--- src/rtl/vgac_param_if.sv ---
// Frame-buffer and VGA-pin bundle for vgac_param.
// rdn low marks row_addr/col_addr as a live read; the frame buffer must present d_in before the following vga_clk edge.
interface vgac_param_if #(
    parameter int COLOR_W = 4,
    parameter int ROW_W   = 9,
    parameter int COL_W   = 10
);
    logic [3*COLOR_W-1:0] d_in;
    logic [1:0]           mode;
    logic [ROW_W-1:0]     row_addr;
    logic [COL_W-1:0]     col_addr;
    logic                 rdn;
    logic [COLOR_W-1:0]   r;
    logic [COLOR_W-1:0]   g;
    logic [COLOR_W-1:0]   b;
    logic                 hs;
    logic                 vs;
    logic                 de;
    logic                 frame_start;
    logic                 line_start;

    modport master (
        input  d_in, mode,
        output row_addr, col_addr, rdn, r, g, b, hs, vs, de, frame_start, line_start
    );

    modport slave (
        output d_in, mode,
        input  row_addr, col_addr, rdn, r, g, b, hs, vs, de, frame_start, line_start
    );
endinterface

--- src/rtl/vgac_param.sv ---
// Parametrised VGA timing controller: frame-buffer addressing with power-of-two
// scaling, built-in test patterns, and a two-stage output pipeline keeping sync/de/rgb aligned.
module vgac_param #(
    parameter int H_SYNC      = 96,
    parameter int H_BP        = 48,
    parameter int H_ACTIVE    = 640,
    parameter int H_FP        = 16,
    parameter int V_SYNC      = 2,
    parameter int V_BP        = 33,
    parameter int V_ACTIVE    = 480,
    parameter int V_FP        = 10,
    parameter int HS_POL      = 0,
    parameter int VS_POL      = 0,
    parameter int COLOR_W     = 4,
    parameter int SCALE_SHIFT = 0,
    parameter int ROW_W       = 9,
    parameter int COL_W       = 10
) (
    input logic          vga_clk,
    input logic          clrn,
    vgac_param_if.master bus
);
    localparam int H_TOTAL = H_SYNC + H_BP + H_ACTIVE + H_FP;
    localparam int V_TOTAL = V_SYNC + V_BP + V_ACTIVE + V_FP;
    localparam int H_W     = $clog2(H_TOTAL + 1);
    localparam int V_W     = $clog2(V_TOTAL + 1);
    localparam int BAR_W   = H_ACTIVE / 8;
    localparam int BC_W    = $clog2(BAR_W + 1);
    localparam int PIX_W   = 3 * COLOR_W;

    localparam logic [H_W-1:0]  H_LAST     = H_W'(H_TOTAL - 1);
    localparam logic [H_W-1:0]  H_SYNC_END = H_W'(H_SYNC);
    localparam logic [H_W-1:0]  H_START    = H_W'(H_SYNC + H_BP);
    localparam logic [H_W-1:0]  H_END      = H_W'(H_SYNC + H_BP + H_ACTIVE);
    localparam logic [V_W-1:0]  V_LAST     = V_W'(V_TOTAL - 1);
    localparam logic [V_W-1:0]  V_SYNC_END = V_W'(V_SYNC);
    localparam logic [V_W-1:0]  V_START    = V_W'(V_SYNC + V_BP);
    localparam logic [V_W-1:0]  V_END      = V_W'(V_SYNC + V_BP + V_ACTIVE);
    localparam logic [BC_W-1:0] BAR_LAST   = BC_W'(BAR_W - 1);
    localparam logic            HS_ON      = (HS_POL != 0);
    localparam logic            VS_ON      = (VS_POL != 0);

    logic [H_W-1:0]   h;
    logic [V_W-1:0]   v;
    logic             h_act, v_act, active;
    logic [H_W-1:0]   x;
    logic [V_W-1:0]   y;
    logic             line_first, frame_first;
    logic [1:0]       mode_q;
    logic [BC_W-1:0]  bar_px, cur_px;
    logic [2:0]       bar_idx, cur_idx;
    logic [PIX_W-1:0] tp, tp_q, px;
    logic             fb_sel_q, hs_q, vs_q, fs_q, ls_q;

    always_ff @(posedge vga_clk or negedge clrn) begin
        if (!clrn) begin
            h <= '0;
            v <= '0;
        end else if (h == H_LAST) begin
            h <= '0;
            v <= (v == V_LAST) ? '0 : v + V_W'(1);
        end else begin
            h <= h + H_W'(1);
        end
    end

    assign h_act       = (h >= H_START) && (h < H_END);
    assign v_act       = (v >= V_START) && (v < V_END);
    assign active      = h_act && v_act;
    assign x           = h - H_START;
    assign y           = v - V_START;
    assign line_first  = active && (x == '0);
    assign frame_first = line_first && (y == '0);

    // Bar position restarts at x == 0 so every active line begins with bar 0.
    assign cur_px  = (x == '0) ? '0 : bar_px;
    assign cur_idx = (x == '0) ? 3'd0 : bar_idx;

    // Bar order white..black maps to R = ~idx[1], G = ~idx[2], B = ~idx[0].
    always_comb begin
        tp = '0;
        case (mode_q)
            2'b01:   tp = {{COLOR_W{~cur_idx[1]}}, {COLOR_W{~cur_idx[2]}}, {COLOR_W{~cur_idx[0]}}};
            2'b10:   tp = {PIX_W{x[5] ^ y[5]}};
            default: tp = '0;
        endcase
    end

    always_ff @(posedge vga_clk or negedge clrn) begin
        if (!clrn) begin
            mode_q       <= 2'b11;
            bar_px       <= '0;
            bar_idx      <= '0;
            bus.row_addr <= '0;
            bus.col_addr <= '0;
            bus.rdn      <= 1'b1;
            tp_q         <= '0;
            fb_sel_q     <= 1'b0;
            hs_q         <= 1'b0;
            vs_q         <= 1'b0;
            fs_q         <= 1'b0;
            ls_q         <= 1'b0;
        end else begin
            if (h == '0 && v == '0) mode_q <= bus.mode;
            if (h_act) begin
                if (cur_px == BAR_LAST) begin
                    bar_px  <= '0;
                    bar_idx <= cur_idx + 3'd1;
                end else begin
                    bar_px  <= cur_px + BC_W'(1);
                    bar_idx <= cur_idx;
                end
            end
            if (active) begin
                bus.row_addr <= ROW_W'(y >> SCALE_SHIFT);
                bus.col_addr <= COL_W'(x >> SCALE_SHIFT);
            end
            bus.rdn  <= ~active;
            tp_q     <= tp;
            fb_sel_q <= (mode_q == 2'b00);
            hs_q     <= (h < H_SYNC_END);
            vs_q     <= (v < V_SYNC_END);
            fs_q     <= frame_first;
            ls_q     <= line_first;
        end
    end

    assign px = bus.rdn ? '0 : (fb_sel_q ? bus.d_in : tp_q);

    always_ff @(posedge vga_clk or negedge clrn) begin
        if (!clrn) begin
            bus.r           <= '0;
            bus.g           <= '0;
            bus.b           <= '0;
            bus.de          <= 1'b0;
            bus.hs          <= ~HS_ON;
            bus.vs          <= ~VS_ON;
            bus.frame_start <= 1'b0;
            bus.line_start  <= 1'b0;
        end else begin
            {bus.r, bus.g, bus.b} <= px;
            bus.de          <= ~bus.rdn;
            bus.hs          <= hs_q ? HS_ON : ~HS_ON;
            bus.vs          <= vs_q ? VS_ON : ~VS_ON;
            bus.frame_start <= fs_q;
            bus.line_start  <= ls_q;
        end
    end
endmodule

--- src/flat_wrapper.sv ---
// flat-port wrapper written by rule: the top's interface ports become plain ports
module vgac_param_flat 
#(
    parameter int H_SYNC      = 96,
    parameter int H_BP        = 48,
    parameter int H_ACTIVE    = 640,
    parameter int H_FP        = 16,
    parameter int V_SYNC      = 2,
    parameter int V_BP        = 33,
    parameter int V_ACTIVE    = 480,
    parameter int V_FP        = 10,
    parameter int HS_POL      = 0,
    parameter int VS_POL      = 0,
    parameter int COLOR_W     = 4,
    parameter int SCALE_SHIFT = 0,
    parameter int ROW_W       = 9,
    parameter int COL_W       = 10
)
  (vga_clk, clrn, bus_d_in, bus_mode, bus_row_addr, bus_col_addr, bus_rdn, bus_r, bus_g, bus_b, bus_hs, bus_vs, bus_de, bus_frame_start, bus_line_start);
  vgac_param_if #(.COLOR_W(COLOR_W), .ROW_W(ROW_W), .COL_W(COL_W)) bus_i ();
  input logic vga_clk;
  input logic clrn;
  input wire logic [$bits(bus_i.d_in)-1:0] bus_d_in;
  input wire logic [$bits(bus_i.mode)-1:0] bus_mode;
  output wire logic [$bits(bus_i.row_addr)-1:0] bus_row_addr;
  output wire logic [$bits(bus_i.col_addr)-1:0] bus_col_addr;
  output wire logic [$bits(bus_i.rdn)-1:0] bus_rdn;
  output wire logic [$bits(bus_i.r)-1:0] bus_r;
  output wire logic [$bits(bus_i.g)-1:0] bus_g;
  output wire logic [$bits(bus_i.b)-1:0] bus_b;
  output wire logic [$bits(bus_i.hs)-1:0] bus_hs;
  output wire logic [$bits(bus_i.vs)-1:0] bus_vs;
  output wire logic [$bits(bus_i.de)-1:0] bus_de;
  output wire logic [$bits(bus_i.frame_start)-1:0] bus_frame_start;
  output wire logic [$bits(bus_i.line_start)-1:0] bus_line_start;
  assign bus_i.d_in = bus_d_in;
  assign bus_i.mode = bus_mode;
  assign bus_row_addr = bus_i.row_addr;
  assign bus_col_addr = bus_i.col_addr;
  assign bus_rdn = bus_i.rdn;
  assign bus_r = bus_i.r;
  assign bus_g = bus_i.g;
  assign bus_b = bus_i.b;
  assign bus_hs = bus_i.hs;
  assign bus_vs = bus_i.vs;
  assign bus_de = bus_i.de;
  assign bus_frame_start = bus_i.frame_start;
  assign bus_line_start = bus_i.line_start;
  vgac_param #(.H_SYNC(H_SYNC), .H_BP(H_BP), .H_ACTIVE(H_ACTIVE), .H_FP(H_FP), .V_SYNC(V_SYNC), .V_BP(V_BP), .V_ACTIVE(V_ACTIVE), .V_FP(V_FP), .HS_POL(HS_POL), .VS_POL(VS_POL), .COLOR_W(COLOR_W), .SCALE_SHIFT(SCALE_SHIFT), .ROW_W(ROW_W), .COL_W(COL_W)) u_core (.vga_clk(vga_clk), .clrn(clrn), .bus(bus_i));
endmodule
--- config.mk ---
export PLATFORM = sky130hd
export DESIGN_NAME = vgac_param_flat
export DESIGN_NICKNAME = d
export VERILOG_FILES = /design/src/rtl/vgac_param_if.sv /design/src/rtl/vgac_param.sv /design/src/flat_wrapper.sv
export SDC_FILE = /design/constraint.sdc
export NUM_CORES = 1
export LEC_CHECK = 0
export ABC_AREA = 1
export BUFFER_PORTS_ARGS = -buffer_cell sky130_fd_sc_hd__buf_2
export CAP_MARGIN = 20
export CORE_ASPECT_RATIO = 0.8
export CORE_MARGIN = 4
export CORE_UTILIZATION = 42
export CTS_CLUSTER_DIAMETER = 50
export CTS_CLUSTER_SIZE = 24
export DETAILED_ROUTE_END_ITERATION = 8
export GPL_ROUTABILITY_DRIVEN = 0
export SYNTH_ARGS = -nofsm -noshare
export SYNTH_HDL_FRONTEND = slang
export SYNTH_SLANG_ARGS = --single-unit
--- constraint.sdc ---
create_clock -name vga_clk -period 4.5 [get_ports vga_clk]
set_input_delay 0.9 -clock vga_clk [delete_from_list [all_inputs] [get_ports vga_clk]]
set_output_delay 0.9 -clock vga_clk [all_outputs]
set_load 0.05 [all_outputs]
==> tab_implementation.tex <==
\begin{tabular}{lr}
\hline
Metric & Value \\
\hline
\multicolumn{2}{l}{\textbf{Outcome}} \\
\quad Outcome & finished clean \\
\multicolumn{2}{l}{\textbf{Detailed routing}} \\
\quad Detailed-route wire length & 8102 µm \\
\quad Number of iterations in the first detailed-routing pass & 4 \\
\quad Via count of the routed design & 2,984 \\
\quad Routed via count divided by cell count & 4.932 \\
\quad Remaining DRCs & 0 \\
\quad Number of routed nets with antenna violations & 0 \\
\quad DR WL/cell & 13.39 µm \\
\quad Violation count after the first detailed-route iteration & 228 \\
\multicolumn{2}{l}{\textbf{GRT}} \\
\quad Antenna violations before repair & 0 \\
\quad Grt total ovfl & 0 \\
\quad Via count of the first global-routing pass & 2,875 \\
\quad First-pass GRT wire length & 13,800 µm \\
\quad Largest net degree at the start of global routing & 78 \\
\quad Total global routing track utilization & 16.33\% \\
\multicolumn{2}{l}{\textbf{Timing}} \\
\quad Relative slew slack & 35.34\% \\
\quad Final Hold Viols & 0 \\
\quad RSZ-0062 raised after global routing & false \\
\quad Max Transition Viols Final & 0 \\
\quad Time the final worst path needs with I/O delays and setup & 2357 ps \\
\quad Max Clk Rate & 0.4242 GHz \\
\quad Final count of negative-setup-slack endpoints & 0 \\
\quad Setup Total Neg Slack & 0 ps \\
\quad Final clock skew & 13.30 ps \\
\quad Fin crit share & 52.39\% \\
\quad Final setup margin & 2143 ps \\
\quad Transition time at the pin with the least slew margin & 969.9 ps \\
\multicolumn{2}{l}{\textbf{Worst setup path}} \\
\quad Register-to-Register Setup Slack & 2140 ps \\
\quad Arr. time, crit path & 2580 ps \\
\quad Crit path capture type & flip-flop \\
\quad Req. time, crit path & 4720 ps \\
\quad Setup crit start kind & flip-flop \\
\quad Startpoint-to-endpoint class of the critical path & flip-flop to flip-flop \\
\quad CP max FO & 7 \\
\multicolumn{2}{l}{\textbf{Final layout}} \\
\quad Fillers & 794 \\
\quad Fraction of layout instances using a drive strength above 1 & 22.92\% \\
\quad Layout overhead on the synthesized area & 17.30\% \\
\quad Nets & 517 \\
\quad Antenna fix cells & 0 \\
\quad Final cell area excluding filler cells & 4471 µm² \\
\quad Final standard cell utilization of the core & 51.56\% \\
\multicolumn{2}{l}{\textbf{Synth}} \\
\quad Instance count of the mapped netlist & 433 \\
\quad Share of synthesized registers carrying an async set or reset & 100.0\% \\
\quad Main combinational cell family by area after synthesis & simple AND/OR/NAND/NOR gates \\
\quad Count of state elements after synthesis & 77 \\
\quad Area fraction in and, or, nand and nor cells after synthesis & 24.66\% \\
\quad Commonest register cell after synthesis & sky130\_fd\_sc\_hd\_\_dfrtp\_1 \\
\quad Post-Syn Area per Cell & 8.802 µm² \\
\quad Count of warnings emitted by yosys & 0 \\
\quad Compound-Gate Fraction of Synth Area & 8.569\% \\
\quad Post-synth EDFFs & 0 \\
\quad Proportion of synthesized area in mux cells & 0.5909\% \\
\quad Net count after synthesis & 462 \\
\quad Parity-gate share of the synthesized area counting xor and xnor cells & 2.988\% \\
\quad Synth cell types & 42 \\
\quad Total standard cell area after synthesis & 3811 µm² \\
\quad Area share of fa/ha/maj cells after synthesis & 4.268\% \\
\quad Sequential share of the synthesized area & 50.72\% \\
\multicolumn{2}{l}{\textbf{Clock tree}} \\
\quad CTS tree & done \\
\quad Number of sinks driven by the clock tree & 77 \\
\quad Cell at the root of the clock tree & sky130\_fd\_sc\_hd\_\_clkbuf\_16 \\
\quad Clock network latency to the later pin of the worst-skew pair & 340 ps \\
\quad PostCTS Resize Cnt & 0 \\
\quad Count of H-tree levels built during CTS & 3 \\
\quad CTS hold repair buffers & 0 \\
\quad Clock Tree Buf Depth & 2 \\
\quad CTS buffer count & 9 \\
\quad Number of buffers added for setup after CTS & 0 \\
\quad Clock-pin slew on the worst setup and hold paths & 60 ps \\
\multicolumn{2}{l}{\textbf{Placed design}} \\
\quad Detailed placer's ending HPWL & 5777 µm \\
\quad Port Buffer Count & 52 \\
\quad Setup Slack @ Placement & 2170 ps \\
\quad Placed cell areas & 4145 µm² \\
\multicolumn{2}{l}{\textbf{Flow run}} \\
\quad Count of max-cap constraint violations & 0 \\
\multicolumn{2}{l}{\textbf{Floorplan}} \\
\quad Height of the die & 93.20 µm \\
\quad Area of the die & 10,670 µm² \\
\quad Initial core utilization & 43.95\% \\
\quad Count of standard-cell rows & 30 \\
\quad Top-level I/O count & 53 \\
\quad Horizontal die dimension & 114.5 µm \\
\quad Area of the core & 8671 µm² \\
\multicolumn{2}{l}{\textbf{Min path}} \\
\quad Kind of path behind the tightest hold check & flip-flop to flip-flop \\
\multicolumn{2}{l}{\textbf{Power and ir drop}} \\
\quad Leakage & 2.350 nW \\
\quad Post-route total power & 0.001508 W \\
\quad IR drop worst, VDD & 0.2201 mV \\
\quad Power density of the placed cells & 337.4 nW/µm² \\
\hline
\end{tabular}
-- per-layer routing --
metal / share of wire [%] / vias to the layer above / track usage [%]
met1: 50 / 1376 / 23.03
met5: 0 / - / 0
met4: 1.6 / 0 / 5.242
met3: 6.3 / 15 / 4.981
li1: - / 1494 / -
met2: 42 / 99 / 23.98
-- report_power, final --
group	internal [W]	total, W	switching [W]	leakage (nW)
Sequential	0.000697	0.000700	0.00000282	1.03
Clock	0.000487	0.000778	0.000291	0.148
Combinational	0.00000886	0.0000305	0.0000216	1.17
Total	0.00119	0.00151	0.000316	2.35
-- layout by cell type, fill, tap and decap left out, drive strengths merged, types with 2 or more instances in the layout --
cell type  Yosys  final
nand2        112    112
dfrtp         72     72
inv           62     62
buf            7     52
nor2          36     36
nand3         25     25
o21ai         25     25
a21oi         24     24
ha            13     13
nor3          12     12
xor2          10     10
clkbuf         1      9
o22ai          8      8
nand4          7      7
dfstp          5      5
clkinv         2      4
xnor2          3      3
clkinvlp       0      3
mux2           2      2
bufinv         0      2
or2            2      2
-- cell usage after synthesis, types with 2 or more instances --
| cell | n | area share [%] |
|---|---|---|
| sky130_fd_sc_hd__xnor2_1 | 3 | 0.69 |
| sky130_fd_sc_hd__o22ai_1 | 7 | 1.1 |
| sky130_fd_sc_hd__o21ai_0 | 10 | 1.3 |
| sky130_fd_sc_hd__ha_1 | 13 | 4.3 |
| sky130_fd_sc_hd__mux2_2 | 2 | 0.59 |
| sky130_fd_sc_hd__nor2_2 | 7 | 1.1 |
| sky130_fd_sc_hd__nor2_1 | 26 | 2.6 |
| sky130_fd_sc_hd__inv_2 | 6 | 0.59 |
| sky130_fd_sc_hd__nand2_1 | 100 | 9.8 |
| sky130_fd_sc_hd__nand4_1 | 6 | 0.99 |
| sky130_fd_sc_hd__a21oi_1 | 23 | 3.0 |
| sky130_fd_sc_hd__nand2_2 | 10 | 1.6 |
| sky130_fd_sc_hd__nor2_4 | 3 | 0.89 |
| sky130_fd_sc_hd__dfrtp_1 | 72 | 47 |
| sky130_fd_sc_hd__buf_6 | 5 | 1.5 |
| sky130_fd_sc_hd__inv_1 | 55 | 5.4 |
| sky130_fd_sc_hd__nand3_1 | 23 | 3.0 |
| sky130_fd_sc_hd__o21ai_1 | 15 | 2.0 |
| sky130_fd_sc_hd__xor2_1 | 10 | 2.3 |
| sky130_fd_sc_hd__dfstp_2 | 5 | 3.4 |
| sky130_fd_sc_hd__nor3_1 | 11 | 1.4 |
-- kinds of logic (layout without fill, tap and decap cells) --
logic type,Yosys count,count (layout)
adders and majority gates,13,13
muxes,2,2
xor gates and xnor gates,13,13
DFF,77,77
AOI/OAI and AO/OA,59,59
and+or+nand+nor,197,197
buffers and inverters,72,132
-- registers in the layout (all words and copies together) (netlist names), 2 cells and up --
signal / cells
u_core.bus.col_addr: 10
u_core.h: 10
u_core.v: 10
u_core.bus.row_addr: 9
u_core.bar_px: 7
u_core.bus.b: 4
u_core.bus.g: 4
u_core.bus.r: 4
u_core.bar_idx: 3
u_core.tp_q: 3
u_core.mode_q: 2
-- final cells by class --
class                   count  area (µm²)  area share (%)
clock inverters             7       100.1           2.239
clock buffers               9       225.2           5.038
multi-input cells         284        1565           35.01
inverters                  64       244.0           5.458
repair buffers             52       262.8           5.877
flip-flops and latches     77        1933           43.24
well taps                 112       140.1           3.135
-- worst max-delay path, stage by stage, from the launching register on --
cell and delay, ps:
sky130_fd_sc_hd__dfrtp_1 490, sky130_fd_sc_hd__inv_2 70, sky130_fd_sc_hd__ha_1 260, sky130_fd_sc_hd__nand2_2 110, sky130_fd_sc_hd__nand2_2 60, sky130_fd_sc_hd__nand2_1 80, sky130_fd_sc_hd__nand2_2 60, sky130_fd_sc_hd__nand3_2 80
sky130_fd_sc_hd__nor2_4 60, sky130_fd_sc_hd__nor2_1 140, sky130_fd_sc_hd__ha_1 190, sky130_fd_sc_hd__nand2_1 50, sky130_fd_sc_hd__inv_1 130, sky130_fd_sc_hd__nand3_1 130, sky130_fd_sc_hd__nor2_1 120, sky130_fd_sc_hd__nand3_1 70
sky130_fd_sc_hd__nand3_1 90, sky130_fd_sc_hd__nand2_1 50
-- metrics by stage --
step	hold slack [ps]	instances
5_1_grt	354.4	605
3_3_place_gp	338.0	589
2_1_floorplan	331.2	433
4_1_cts	349.5	605
3_5_place_dp	336.3	589
6_report	348.6	605
-- final timing paths --
| check | end | cells past startpoint | start |
|---|---|---|---|
| max | u_core.bar_px[6] | 17 | u_core.h[4] |
| min | u_core.bus.frame_start | 0 | u_core.fs_q |
| max reg2reg | u_core.bar_px[6] | 17 | u_core.h[4] |
| min reg2reg | u_core.bus.frame_start | 0 | u_core.fs_q |
| max in group asynchronous | u_core.bus.line_start | 1 | clrn |
| min in group asynchronous | u_core.bus.col_addr[3] | 1 | clrn |
No activity file was read; power rests on OpenSTA's default activity.
